File: config.mk
export PLATFORM = sky130hd
export DESIGN_NAME = mem_arbiter
export DESIGN_NICKNAME = d
export VERILOG_FILES = /design/src/rtl/mem_arbiter.sv
export SDC_FILE = /design/constraint.sdc
export NUM_CORES = 1
export LEC_CHECK = 0
export CAP_MARGIN = 30
export CORE_ASPECT_RATIO = 1.25
export CORE_MARGIN = 8
export CORE_UTILIZATION = 40
export CTS_CLUSTER_SIZE = 24
export DETAILED_ROUTE_END_ITERATION = 6
export GPL_ROUTABILITY_DRIVEN = 0
export PLACE_DENSITY_LB_ADDON = 0.25
export SKIP_CTS_REPAIR_TIMING = 1
export SKIP_LAST_GASP = 1
export SLEW_MARGIN = 10
export SYNTH_ARGS = -nofsm -noshare
export SYNTH_HDL_FRONTEND = slang
export SYNTH_SLANG_ARGS = --single-unit
File: constraint.sdc
create_clock -name clk -period 3.7 [get_ports clk]
set_input_delay 0.37 -clock clk [delete_from_list [all_inputs] [get_ports clk]]
set_output_delay 0.37 -clock clk [all_outputs]
set_load 0.01 [all_outputs]
File: src/rtl/mem_arbiter.sv
// rtl/mem_arbiter.sv - two-port (fetch/data) arbiter for one shared single-port memory
//
// Ports:
//   clk, rst                    clock, asynchronous active-low reset
//   if_req/if_addr              fetch request (held until if_ready)
//   if_rdata/if_ready           fetched word (registered), one-cycle completion pulse
//   d_req/d_we/d_addr/d_wdata/d_wstrb   data request (held until d_ready)
//   d_rdata/d_ready             load data (registered), one-cycle completion pulse
//   mem_req/mem_we/mem_addr/mem_wdata/mem_wstrb   registered copy of the granted access
//   mem_rdata/mem_ack           memory read data and completion
//   cpu_stall                   combinational: some request is pending without its ready
//   bus_err                     sticky, set when an access times out
module mem_arbiter #(
  parameter int unsigned TIMEOUT  = 255,
  parameter logic [31:0] ERR_DATA = 32'hDEADBEEF
) (
  input  logic        clk,
  input  logic        rst,
  input  logic        if_req,
  input  logic [31:0] if_addr,
  output logic [31:0] if_rdata,
  output logic        if_ready,
  input  logic        d_req,
  input  logic        d_we,
  input  logic [31:0] d_addr,
  input  logic [31:0] d_wdata,
  input  logic [3:0]  d_wstrb,
  output logic [31:0] d_rdata,
  output logic        d_ready,
  output logic        mem_req,
  output logic        mem_we,
  output logic [31:0] mem_addr,
  output logic [31:0] mem_wdata,
  output logic [3:0]  mem_wstrb,
  input  logic [31:0] mem_rdata,
  input  logic        mem_ack,
  output logic        cpu_stall,
  output logic        bus_err
);

  typedef enum logic [1:0] {
    IDLE    = 2'd0,
    BUSY_IF = 2'd1,
    BUSY_D  = 2'd2,
    DONE    = 2'd3
  } state_t;

  // Abort fires on the edge where the wait counter would reach TIMEOUT.
  localparam logic [7:0] WAIT_LAST = 8'(TIMEOUT - 1);

  state_t     state;
  state_t     state_nxt;
  logic       last_grant;   // 1 = data port was served last
  logic [7:0] wait_cnt;
  logic       busy;
  logic       grant_if;
  logic       grant_d;
  logic       ack_done;
  logic       timed_out;

  assign busy      = (state == BUSY_IF) || (state == BUSY_D);
  assign cpu_stall = (if_req & ~if_ready) | (d_req & ~d_ready);

  always_ff @(posedge clk or negedge rst) begin
    if (!rst) begin
      state <= IDLE;
    end else begin
      state <= state_nxt;
    end
  end

  always_comb begin
    state_nxt = state;
    grant_if  = 1'b0;
    grant_d   = 1'b0;
    ack_done  = 1'b0;
    timed_out = 1'b0;
    case (state)
      IDLE: begin
        // On a tie the port not served last wins.
        if (if_req && (!d_req || last_grant)) begin
          grant_if  = 1'b1;
          state_nxt = BUSY_IF;
        end else if (d_req) begin
          grant_d   = 1'b1;
          state_nxt = BUSY_D;
        end
      end
      BUSY_IF, BUSY_D: begin
        // An ack on the timeout cycle takes priority over the abort.
        if (mem_ack) begin
          ack_done  = 1'b1;
          state_nxt = DONE;
        end else if (wait_cnt == WAIT_LAST) begin
          timed_out = 1'b1;
          state_nxt = DONE;
        end
      end
      DONE:    state_nxt = IDLE;
      default: state_nxt = IDLE;
    endcase
  end

  always_ff @(posedge clk or negedge rst) begin
    if (!rst) begin
      mem_req    <= 1'b0;
      mem_we     <= 1'b0;
      mem_addr   <= 32'h0;
      mem_wdata  <= 32'h0;
      mem_wstrb  <= 4'h0;
      if_rdata   <= 32'h0;
      d_rdata    <= 32'h0;
      if_ready   <= 1'b0;
      d_ready    <= 1'b0;
      bus_err    <= 1'b0;
      wait_cnt   <= 8'h0;
      last_grant <= 1'b1;
    end else begin
      // Ready is raised on entry to DONE, so it lasts exactly one cycle.
      if_ready <= 1'b0;
      d_ready  <= 1'b0;

      if (grant_if) begin
        mem_req   <= 1'b1;
        mem_we    <= 1'b0;
        mem_addr  <= if_addr;
        mem_wdata <= 32'h0;
        mem_wstrb <= 4'h0;
        wait_cnt  <= 8'h0;
      end

      if (grant_d) begin
        mem_req   <= 1'b1;
        mem_we    <= d_we;
        mem_addr  <= d_addr;
        mem_wdata <= d_wdata;
        mem_wstrb <= d_wstrb;
        wait_cnt  <= 8'h0;
      end

      if (busy && !mem_ack) begin
        wait_cnt <= wait_cnt + 8'd1;
      end

      if (ack_done || timed_out) begin
        mem_req    <= 1'b0;
        last_grant <= (state == BUSY_D);
        if (state == BUSY_D) begin
          d_rdata <= ack_done ? mem_rdata : ERR_DATA;
          d_ready <= 1'b1;
        end else begin
          if_rdata <= ack_done ? mem_rdata : ERR_DATA;
          if_ready <= 1'b1;
        end
        if (timed_out) begin
          bus_err <= 1'b1;
        end
      end
    end
  end

endmodule

==> impl_metrics.json <==
{
  "hold_viol_final": 0,
  "cts_root_buf": "clkbuf_16",
  "rr_worst_depth": 7,
  "clk_path_buf_depth": 2,
  "rsz0062_at_grt": "false",
  "sw_frac_of_total_pct": 34.7,
  "tritoncts": "yes",
  "synth.area.top_cells": "dfrtp_1 (61%), a22o_1 (5.3%), o32a_2 (4.4%)",
  "dr_total_vias": 5142,
  "vias_per_cell": 5.45,
  "yosys-top-cells-count": "dfrtp_1 (147), o21ai_0 (46), nand2_1 (45)",
  "crit_required_ns": 3.33,
  "cts_num_sinks": 148,
  "synth_area_per_cell_sq_um": 12.4,
  "io_buffer_count": 275,
  "cp_data_arrival_time_ns": 1.85,
  "placed_cells": 910,
  "drt-initial-drc-count": 453,
  "fp.dieW_um": 126,
  "start_util_pct": 40.6,
  "fp.dieArea_sq_um": 19400,
  "cap_violations": 0,
  "slew_headroom_pct": 50.6,
  "clk_pin_slew_ns": 0.06,
  "syn-cell-area_sq_um": 6070,
  "synth_seq_cells": 148,
  "num_io_pins": 276,
  "final.min_clock_period_ns": 2.22,
  "fmaxAchievable_mhz": 450,
  "antenna_found_initial": 0,
  "wirelength_um": 19800,
  "synth_nets": 632,
  "die_h_um": 154,
  "n_antenna_cell": 0,
  "status": "finished, final reports clean",
  "synth_top_area_cell": "dfrtp_1",
  "powerDensity_nw_per_um2": 889,
  "drive_above_1_share_pct": 11.4,
  "switching_power_mw": 2.92,
  "drv_slew": 0,
  "clockPowerShare_pct": 19.8,
  "fin_skew_ns": 0.00883,
  "ys_seq_area_share_pct": 61.0,
  "synth_edf_count": 0,
  "ant_nets": 0,
  "first_pass_iters": 5,
  "r2r_slack_ns": 1.70,
  "ir_drop_mv": 0.471,
  "grt_max_degree": 95,
  "timing.rr.end": "if_rdata[12]",
  "async_reset_ff_share_pct": 100,
  "hpwlAfterDp_um": 14700,
  "p_int_mw": 5.51,
  "finalSetupTns_ns": 0,
  "synth_most_common_cell": "dfrtp_1",
  "cp-end-kind": "output pin",
  "wl_per_cell_um": 21.0,
  "tightestPinTransition_ns": 0.741,
  "hp-class": "in2async",
  "grt_pass1_vias": 5345,
  "grt_pass1_wl_um": 31300,
  "track_usage_pct": 20.4,
  "coreArea_sq_um": 15000,
  "nets": 892,
  "seq_power_share_pct": 33.2,
  "synth_warnings": 0,
  "comb_power_share_pct": 46.9,
  "cp_max_fo": 5,
  "synth_cell_types": 50,
  "setup_viol": 0,
  "drc": 0,
  "clkLatencyLatePin_ns": 0.41,
  "synthToLayoutAreaGrowth_pct": 56.1,
  "rows": 50,
  "cts_max_level": 4,
  "startpoint_type": "input port",
  "overflow": 0,
  "min_period_over_period_pct": 60.0,
  "syn_inst": 489,
  "worstReg2RegStart": "state[0]",
  "synth_flop_cell": "dfrtp_1",
  "cts_buffers": 17,
  "crit_type": "in2out",
  "synth_top_area_share_pct": 60.6,
  "layoutNonFillerInstCount": 944,
  "cellLeakagePower_nw": 3.96
}
[cell usage in the layout (no fill, tap or decap), drive strengths merged, types with 21 or more instances in the layout]
cell type / n
a22o: 37
nor2: 29
o22ai: 33
clkbuf: 21
clkdlybuf4s50: 274
o32a: 24
a2bb2oi: 24
o21ai: 46
dfrtp: 147
nand2: 46
[state kept, by name, summed over array words and instances, names as in the netlist]
| signal | flops |
|---|---|
| if_rdata | 32 |
| d_rdata | 32 |
| mem_wdata | 32 |
| d_ready | 1 |
| mem_we | 1 |
| if_ready | 1 |
| mem_addr | 32 |
| mem_req | 1 |
| mem_wstrb | 4 |
| state | 2 |
| last_grant | 1 |
| wait_cnt | 8 |
| bus_err | 1 |
[kinds of logic after synthesis]
kind of cell | after synthesis | share of synthesized area, %
AOI/OAI and AO/OA | 193 | 26.0
DFF | 148 | 61.0
and+or+nand+nor | 87 | 6.32
buffers and inverters | 54 | 5.33
adders and majority gates | 5 | 1.03
muxes | 2 | 0.350
[how the worst max path moves through the flow]
stage | startpoint | endpoint | slack [ns]
floorplan | state[1] | if_rdata[10] | 1.99
global placement | d_req | mem_addr[25] | 1.30
detailed placement | d_req | mem_addr[4] | 1.17
CTS | if_req | cpu_stall | 1.48
global route | if_req | cpu_stall | 1.41
finish | if_req | cpu_stall | 1.48
[metal layers]
layer,track usage [%],vias to the layer above,wire (um)
met5,0,-,0
met4,5.28,0,242
met3,9.72,15,2110
met2,33.0,241,9460
met1,23.8,2541,7990
li1,-,2345,-
[area by class of cell]
| type | count | area [sq um] |
|---|---|---|
| clock buffers | 21 | 450 |
| clock inverters | 11 | 128 |
| fillers | 1183 | 5470 |
| inverters | 11 | 53.8 |
| multi-input cells | 287 | 2060 |
| flip-flops and latches | 148 | 3700 |
| well taps | 182 | 228 |
| repair buffers | 284 | 2860 |
[through the flow]
stage,utilization [%],area [sq um],setup WS [ns],power [mW],hold WS [ns]
finish,63.4,9490,1.48,8.43,0.304
global route,63.4,9490,1.41,8.93,0.291
floorplan,-,6070,1.99,4.80,0.0744
detailed placement,59.3,8870,1.17,6.79,0.451
global placement,59.3,8870,1.30,6.67,0.450
CTS,63.2,9450,1.48,8.51,0.0734
[worst max-delay path, cell delays in order]
cell	delay, ns
clkdlybuf4s50_1	0.60
inv_1	0.11
o22ai_1	0.18
clkdlybuf4s50_1	0.59
[power by group through the flow]
stage	Sequential [mW]	Clock [mW]	Combinational (mW)
2_1_floorplan	3.11	0	1.69
3_3_place_gp	2.78	0	3.89
3_5_place_dp	2.82	0	3.97
4_1_cts	2.80	1.71	4.00
5_1_grt	2.88	1.79	4.26
6_report	2.80	1.67	3.96
Power figures use the tool's default switching activity.
